==> src/rtl/wb_rr_arbiter_if.sv <==
// Bus bundle between the Wishbone masters, the round-robin arbiter and the interconnect port.
// The slave modport is the arbiter's view; the master modport is the surrounding environment.
interface wb_rr_arbiter_if #(
    parameter int unsigned AW = 32,
    parameter int unsigned DW = 32,
    parameter int unsigned NM = 2
);
    localparam int unsigned SEL = DW / 8;

    logic [NM-1:0]     wbm_cyc_i;
    logic [NM-1:0]     wbm_stb_i;
    logic [NM-1:0]     wbm_we_i;
    logic [NM*SEL-1:0] wbm_sel_i;
    logic [NM*AW-1:0]  wbm_adr_i;
    logic [NM*DW-1:0]  wbm_dat_i;
    logic [DW-1:0]     wbm_dat_o;
    logic [NM-1:0]     wbm_ack_o;
    logic [NM-1:0]     wbm_err_o;

    logic              wbs_cyc_o;
    logic              wbs_stb_o;
    logic              wbs_we_o;
    logic [SEL-1:0]    wbs_sel_o;
    logic [AW-1:0]     wbs_adr_o;
    logic [DW-1:0]     wbs_dat_o;
    logic [DW-1:0]     wbs_dat_i;
    logic              wbs_ack_i;

    modport slave (
        input  wbm_cyc_i, wbm_stb_i, wbm_we_i, wbm_sel_i, wbm_adr_i, wbm_dat_i,
        input  wbs_dat_i, wbs_ack_i,
        output wbm_dat_o, wbm_ack_o, wbm_err_o,
        output wbs_cyc_o, wbs_stb_o, wbs_we_o, wbs_sel_o, wbs_adr_o, wbs_dat_o
    );

    modport master (
        output wbm_cyc_i, wbm_stb_i, wbm_we_i, wbm_sel_i, wbm_adr_i, wbm_dat_i,
        output wbs_dat_i, wbs_ack_i,
        input  wbm_dat_o, wbm_ack_o, wbm_err_o,
        input  wbs_cyc_o, wbs_stb_o, wbs_we_o, wbs_sel_o, wbs_adr_o, wbs_dat_o
    );
endinterface

==> src/rtl/wb_rr_arbiter.sv <==
// Round-robin Wishbone arbiter: NM masters share one port into the interconnect.
// A granted master owns the bus for its whole cycle; a watchdog errors out hung accesses.
module wb_rr_arbiter #(
    parameter int unsigned AW      = 32,
    parameter int unsigned DW      = 32,
    parameter int unsigned NM      = 2,
    parameter int unsigned TIMEOUT = 255
) (
    input  logic           wb_clk_i,
    input  logic           wb_rst_i,
    wb_rr_arbiter_if.slave bus
);
    localparam int unsigned SEL = DW / 8;
    localparam int unsigned GW  = (NM > 1) ? $clog2(NM) : 1;
    localparam int unsigned WW  = $clog2(TIMEOUT + 1);

    typedef enum logic [1:0] {
        IDLE = 2'd0,
        BUSY = 2'd1,
        ERR  = 2'd2
    } state_t;

    state_t         state;
    state_t         state_nxt;
    logic [GW-1:0]  gnt;
    logic [GW-1:0]  last;
    logic [GW-1:0]  pick;
    logic [WW-1:0]  wd;
    logic           found;
    int unsigned    idx;
    logic           req_any;
    logic           timeout_c;

    logic           cyc_g;
    logic           stb_g;
    logic           we_g;
    logic [SEL-1:0] sel_g;
    logic [AW-1:0]  adr_g;
    logic [DW-1:0]  dat_g;

    assign req_any = |bus.wbm_cyc_i;

    // Signals of the currently granted master
    always_comb begin
        cyc_g = 1'b0;
        stb_g = 1'b0;
        we_g  = 1'b0;
        sel_g = '0;
        adr_g = '0;
        dat_g = '0;
        for (int unsigned k = 0; k < NM; k++) begin
            if (gnt == GW'(k)) begin
                cyc_g = bus.wbm_cyc_i[GW'(k)];
                stb_g = bus.wbm_stb_i[GW'(k)];
                we_g  = bus.wbm_we_i[GW'(k)];
                sel_g = SEL'(bus.wbm_sel_i >> (k * SEL));
                adr_g = AW'(bus.wbm_adr_i >> (k * AW));
                dat_g = DW'(bus.wbm_dat_i >> (k * DW));
            end
        end
    end

    // First requester at or after last+1, wrapping
    always_comb begin
        pick  = last;
        found = 1'b0;
        idx   = 0;
        for (int unsigned i = 1; i <= NM; i++) begin
            idx = (32'(last) + i) % NM;
            if (!found && bus.wbm_cyc_i[GW'(idx)]) begin
                pick  = GW'(idx);
                found = 1'b1;
            end
        end
    end

    // Ack arriving in the same cycle as the limit takes precedence over the error
    assign timeout_c = (state == BUSY) && cyc_g && stb_g && !bus.wbs_ack_i
                       && (wd == WW'(TIMEOUT));

    always_ff @(posedge wb_clk_i) begin
        if (wb_rst_i) begin
            state <= IDLE;
        end else begin
            state <= state_nxt;
        end
    end

    always_comb begin
        state_nxt = state;
        unique case (state)
            IDLE: if (req_any) state_nxt = BUSY;
            BUSY: begin
                if (!cyc_g) begin
                    state_nxt = IDLE;
                end else if (timeout_c) begin
                    state_nxt = ERR;
                end
            end
            ERR:  if (!cyc_g) state_nxt = IDLE;
            default: state_nxt = IDLE;
        endcase
    end

    always_ff @(posedge wb_clk_i) begin
        if (wb_rst_i) begin
            gnt  <= '0;
            last <= GW'(NM - 1);
            wd   <= '0;
        end else begin
            if (state == IDLE && req_any) begin
                gnt <= pick;
            end
            if (state != IDLE && state_nxt == IDLE) begin
                last <= gnt;
            end
            if (state == BUSY && state_nxt == BUSY && stb_g && !bus.wbs_ack_i) begin
                if (wd != WW'(TIMEOUT)) begin
                    wd <= wd + 1'b1;
                end
            end else begin
                wd <= '0;
            end
        end
    end

    // Slave port and ack/data return are a pure mux while BUSY
    always_comb begin
        bus.wbs_cyc_o = 1'b0;
        bus.wbs_stb_o = 1'b0;
        bus.wbs_we_o  = 1'b0;
        bus.wbs_sel_o = '0;
        bus.wbs_adr_o = '0;
        bus.wbs_dat_o = '0;
        bus.wbm_dat_o = '0;
        bus.wbm_ack_o = '0;
        bus.wbm_err_o = '0;
        if (state == BUSY) begin
            bus.wbs_cyc_o = cyc_g;
            bus.wbs_stb_o = stb_g;
            bus.wbs_we_o  = we_g;
            bus.wbs_sel_o = sel_g;
            bus.wbs_adr_o = adr_g;
            bus.wbs_dat_o = dat_g;
            bus.wbm_dat_o = bus.wbs_dat_i;
            bus.wbm_ack_o = NM'(bus.wbs_ack_i) << gnt;
            bus.wbm_err_o = NM'(timeout_c) << gnt;
        end
    end
endmodule

==> src/flat_wrapper.sv <==
// flat-port wrapper written by rule: the top's interface ports become plain ports
module wb_rr_arbiter_flat 
#(
    parameter int unsigned AW      = 32,
    parameter int unsigned DW      = 32,
    parameter int unsigned NM      = 2,
    parameter int unsigned TIMEOUT = 255
)
  (wb_clk_i, wb_rst_i, bus_wbm_cyc_i, bus_wbm_stb_i, bus_wbm_we_i, bus_wbm_sel_i, bus_wbm_adr_i, bus_wbm_dat_i, bus_wbs_dat_i, bus_wbs_ack_i, bus_wbm_dat_o, bus_wbm_ack_o, bus_wbm_err_o, bus_wbs_cyc_o, bus_wbs_stb_o, bus_wbs_we_o, bus_wbs_sel_o, bus_wbs_adr_o, bus_wbs_dat_o);
  wb_rr_arbiter_if #(.AW(AW), .DW(DW), .NM(NM)) bus_i ();
  input  logic wb_clk_i;
  input  logic wb_rst_i;
  input wire logic [$bits(bus_i.wbm_cyc_i)-1:0] bus_wbm_cyc_i;
  input wire logic [$bits(bus_i.wbm_stb_i)-1:0] bus_wbm_stb_i;
  input wire logic [$bits(bus_i.wbm_we_i)-1:0] bus_wbm_we_i;
  input wire logic [$bits(bus_i.wbm_sel_i)-1:0] bus_wbm_sel_i;
  input wire logic [$bits(bus_i.wbm_adr_i)-1:0] bus_wbm_adr_i;
  input wire logic [$bits(bus_i.wbm_dat_i)-1:0] bus_wbm_dat_i;
  input wire logic [$bits(bus_i.wbs_dat_i)-1:0] bus_wbs_dat_i;
  input wire logic [$bits(bus_i.wbs_ack_i)-1:0] bus_wbs_ack_i;
  output wire logic [$bits(bus_i.wbm_dat_o)-1:0] bus_wbm_dat_o;
  output wire logic [$bits(bus_i.wbm_ack_o)-1:0] bus_wbm_ack_o;
  output wire logic [$bits(bus_i.wbm_err_o)-1:0] bus_wbm_err_o;
  output wire logic [$bits(bus_i.wbs_cyc_o)-1:0] bus_wbs_cyc_o;
  output wire logic [$bits(bus_i.wbs_stb_o)-1:0] bus_wbs_stb_o;
  output wire logic [$bits(bus_i.wbs_we_o)-1:0] bus_wbs_we_o;
  output wire logic [$bits(bus_i.wbs_sel_o)-1:0] bus_wbs_sel_o;
  output wire logic [$bits(bus_i.wbs_adr_o)-1:0] bus_wbs_adr_o;
  output wire logic [$bits(bus_i.wbs_dat_o)-1:0] bus_wbs_dat_o;
  assign bus_i.wbm_cyc_i = bus_wbm_cyc_i;
  assign bus_i.wbm_stb_i = bus_wbm_stb_i;
  assign bus_i.wbm_we_i = bus_wbm_we_i;
  assign bus_i.wbm_sel_i = bus_wbm_sel_i;
  assign bus_i.wbm_adr_i = bus_wbm_adr_i;
  assign bus_i.wbm_dat_i = bus_wbm_dat_i;
  assign bus_i.wbs_dat_i = bus_wbs_dat_i;
  assign bus_i.wbs_ack_i = bus_wbs_ack_i;
  assign bus_wbm_dat_o = bus_i.wbm_dat_o;
  assign bus_wbm_ack_o = bus_i.wbm_ack_o;
  assign bus_wbm_err_o = bus_i.wbm_err_o;
  assign bus_wbs_cyc_o = bus_i.wbs_cyc_o;
  assign bus_wbs_stb_o = bus_i.wbs_stb_o;
  assign bus_wbs_we_o = bus_i.wbs_we_o;
  assign bus_wbs_sel_o = bus_i.wbs_sel_o;
  assign bus_wbs_adr_o = bus_i.wbs_adr_o;
  assign bus_wbs_dat_o = bus_i.wbs_dat_o;
  wb_rr_arbiter #(.AW(AW), .DW(DW), .NM(NM), .TIMEOUT(TIMEOUT)) u_core (.wb_clk_i(wb_clk_i), .wb_rst_i(wb_rst_i), .bus(bus_i));
endmodule
==> config.mk <==
export PLATFORM = sky130hd
export DESIGN_NAME = wb_rr_arbiter_flat
export DESIGN_NICKNAME = d
export VERILOG_FILES = /design/src/rtl/wb_rr_arbiter_if.sv /design/src/rtl/wb_rr_arbiter.sv /design/src/flat_wrapper.sv
export SDC_FILE = /design/constraint.sdc
export NUM_CORES = 1
export LEC_CHECK = 0
export BUFFER_PORTS_ARGS = -buffer_cell sky130_fd_sc_hd__buf_2
export CORE_AREA = 2 2 109 111
export CTS_CLUSTER_DIAMETER = 30
export DETAILED_ROUTE_END_ITERATION = 8
export DIE_AREA = 0 0 111 113
export GPL_TIMING_DRIVEN = 1
export HOLD_SLACK_MARGIN = 0.05
export SYNTH_ARGS = -nofsm -noshare
export SYNTH_HDL_FRONTEND = slang
export SYNTH_SLANG_ARGS = --single-unit
==> constraint.sdc <==
create_clock -name wb_clk_i -period 1.8 [get_ports wb_clk_i]
set_input_delay 0.09 -clock wb_clk_i [delete_from_list [all_inputs] [get_ports wb_clk_i]]
set_output_delay 0.09 -clock wb_clk_i [all_outputs]
set_load 0.05 [all_outputs]
==> results.json <==
{
  "gr-total-overflow": 0,
  "htreeDepth": 1,
  "synth_common_cells": "nor2_1, mux2i_1, and2_1",
  "core_mm2": 0.01127,
  "place.port_buffers": 283,
  "post-synth-top-area-cell": "mux2i_1",
  "vdd_drop_max_mv": 0.3471,
  "fmax_mhz": 531.4,
  "yosysWarningCount": 0,
  "max_slew_margin_pct": 70.42,
  "io_pins": 284,
  "power_frac_clock_pct": 17.9,
  "antennaDiodeCount": 0,
  "std_cell_rows": 39,
  "gp_congestion": 0.8186,
  "crit_type": "flop to output pin",
  "die-area_mm2": 0.01254,
  "slew_viol_final": 0,
  "synth_seq_cells": 12,
  "fin_nets": 722,
  "status": "finished, violations left",
  "antenna_found_initial": 0,
  "synth_ff_type": "dfxtp_1",
  "clkSinkCount": 12,
  "synth_top_area_share_pct": 39.26,
  "area_growth_pct": 107.4,
  "syn_nets": 436,
  "drt_iter0_drc": 58,
  "leakagePower_nw": 1.989,
  "initial_core_util_pct": 16.28,
  "syn_inst": 258,
  "die_w_um": 111,
  "worst_setup_path_end_kind": "output pin",
  "hold_path_class": "input port to flop",
  "cp-start-kind": "flop",
  "pwr-share-seq_pct": 11.9,
  "drive_above_1_share_pct": 67.77,
  "fin_crit_ns": 1.882,
  "rsz0062_at_grt": "true",
  "antenna_left": 0,
  "vias": 2809,
  "pwr-share-comb_pct": 70.2,
  "cts_tree": "built",
  "avgRoutedWirePerCell_um": 12.23,
  "clkTransAtPathRegs_ns": 0.04,
  "pre_cts_slack_ns": -0.01609,
  "whs_ns": 0.08454,
  "clk_latency_ns": 0.25,
  "cp.required_ns": 1.71,
  "die_h_um": 113,
  "drc": 0,
  "grt_pass1_vias": 2599,
  "dpl.hpwl_um": 7239,
  "vias_per_cell": 4.095,
  "critical_path_arrival_ns": 1.79,
  "setup-violations-final": 2,
  "cp_max_fo": 3,
  "cts-root-buf": "clkbuf_16",
  "numCtsBuffers": 3,
  "multi_input_area_mm2": 0.001679,
  "firstDrtPassIters": 4,
  "wl_um": 8392,
  "finalSetupTns_ns": -0.1005,
  "power_switching_w": 0.001259,
  "cts.path.max_buffers": 2,
  "grt.total_usage_pct": 12.11,
  "finalCritPeriodShare_pct": 104.5,
  "netlist_top_cells_area": "mux2i_1, nor2_1, dfxtp_1, and2_1, clkbuf_1",
  "cts_hold_buffers": 0,
  "finalHoldViolCount": 0,
  "synth-edff-count": 0,
  "worst_slack_ns": -0.08175,
  "nFillCells": 1203,
  "drv_cap": 0,
  "synth.most_common_cell": "nor2_1",
  "grt_first_pass_wirelength_um": 12430,
  "violations": "negative setup slack",
  "ys_seq_area_share_pct": 13.09,
  "syn_avg_cell_area_um2": 7.114,
  "grt_max_degree": 45,
  "ys_async_sr_fraction_pct": 0,
  "synth.distinct_cells": 33,
  "tightest_slew_ns": 0.4437,
  "regArea_um2": 247.7,
  "powerDensity_mw_per_mm2": 616.3,
  "synth_area_mm2": 0.001836,
  "internal_power_w": 0.001087,
  "switching_share_pct": 53.67,
  "skew_ns": 0.004745
}
## worst paths after layout
path                           end  cells after the start  slack [ns]       startpoint
hold reg to reg        u_core.last                      2        0.50      u_core.last
setup reg to reg      u_core.wd[6]                      4        0.15  u_core.state[0]
hold / removal          u_core.gnt                      2        0.08         wb_rst_i
setup / recovery  bus_wbm_err_o[1]                      4       -0.08  u_core.state[0]
## power by group through the flow
stage	Clock, W	Sequential [W]	Combinational (W)
floorplan	0	0.000282	0.00117
global placement	0	0.000283	0.00164
detailed placement	0	0.000283	0.00164
CTS	0.000429	0.000279	0.00164
global route	0.000439	0.000281	0.00174
finish	0.000420	0.000280	0.00165
## worst max-delay path, stage by stage, from the launching register on
cell and delay, ns:
dfxtp_2 0.32, or3b_4 0.37, or4_4 0.47, nor3b_4 0.20, buf_6 0.18
## logic make-up (layout without fill, tap and decap cells)
family | count (synthesis) | after routing | synth area share (%)
mux | 72 | 72 | 39.26
compound gates | 8 | 8 | 3.749
buf+inv | 21 | 306 | 4.703
flops | 12 | 12 | 13.09
fa+ha+maj | 2 | 2 | 1.227
xor+xnor | 3 | 3 | 1.432
simple gates | 140 | 140 | 36.54
## per-stage QoR
| stage | cells | util [%] | total power (W) | cell area [um^2] |
|---|---|---|---|---|
| 6_report | 686 | 33.77 | 0.002346 | 3806 |
| 5_1_grt | 686 | 33.77 | 0.002459 | 3806 |
| 4_1_cts | 685 | 33.48 | 0.002353 | 3774 |
| 3_5_place_dp | 678 | 32.27 | 0.001924 | 3637 |
| 3_3_place_gp | 678 | 32.27 | 0.001924 | 3637 |
| 2_1_floorplan | 258 | - | 0.001448 | 1987 |
## per-layer routing
layer,part of all wire (%),vias to the layer above,global-route usage [%]
met5,0,-,0
met4,1.3,0,4.167
met3,10,6,2.732
met2,52,169,23.89
met1,37,1197,12.55
li1,-,1437,-
## state kept, by name (all words and copies together), names as in the netlist
name,count
u_core.wd,8
u_core.state,2
u_core.last,1
u_core.gnt,1
## layout by cell type (no fill, tap or decap), types with 2 or more instances in the layout
master and count:
xnor2_1 2, nand3_1 3, dfxtp_2 3, nor2_2 50, nor2_1 32, nor2b_1 2
buf_12 3, clkbuf_16 3, nand2b_1 2, nor3_1 3, o21ai_0 2, and2_1 32
buf_4 12, dfxtp_1 8, buf_2 280, nand2_1 5, mux2i_1 72, buf_6 4
## area by class of cell
class | instances | area share [%]
sequential | 12 | 6.509
clock buffer | 4 | 2.071
multi-input combinational | 225 | 44.12
inverter | 1 | 0.09862
timing repair buffer | 301 | 42.50
tap | 143 | 4.701
## repair_timing
item | 4_1_cts | 5_1_grt
resized for setup | 10 | 5
setup buffers | 3 | 1
endpoints found under the setup margin | 43 | 61
pin swaps | 5 | 1
No activity file was read; power rests on OpenSTA's default activity.
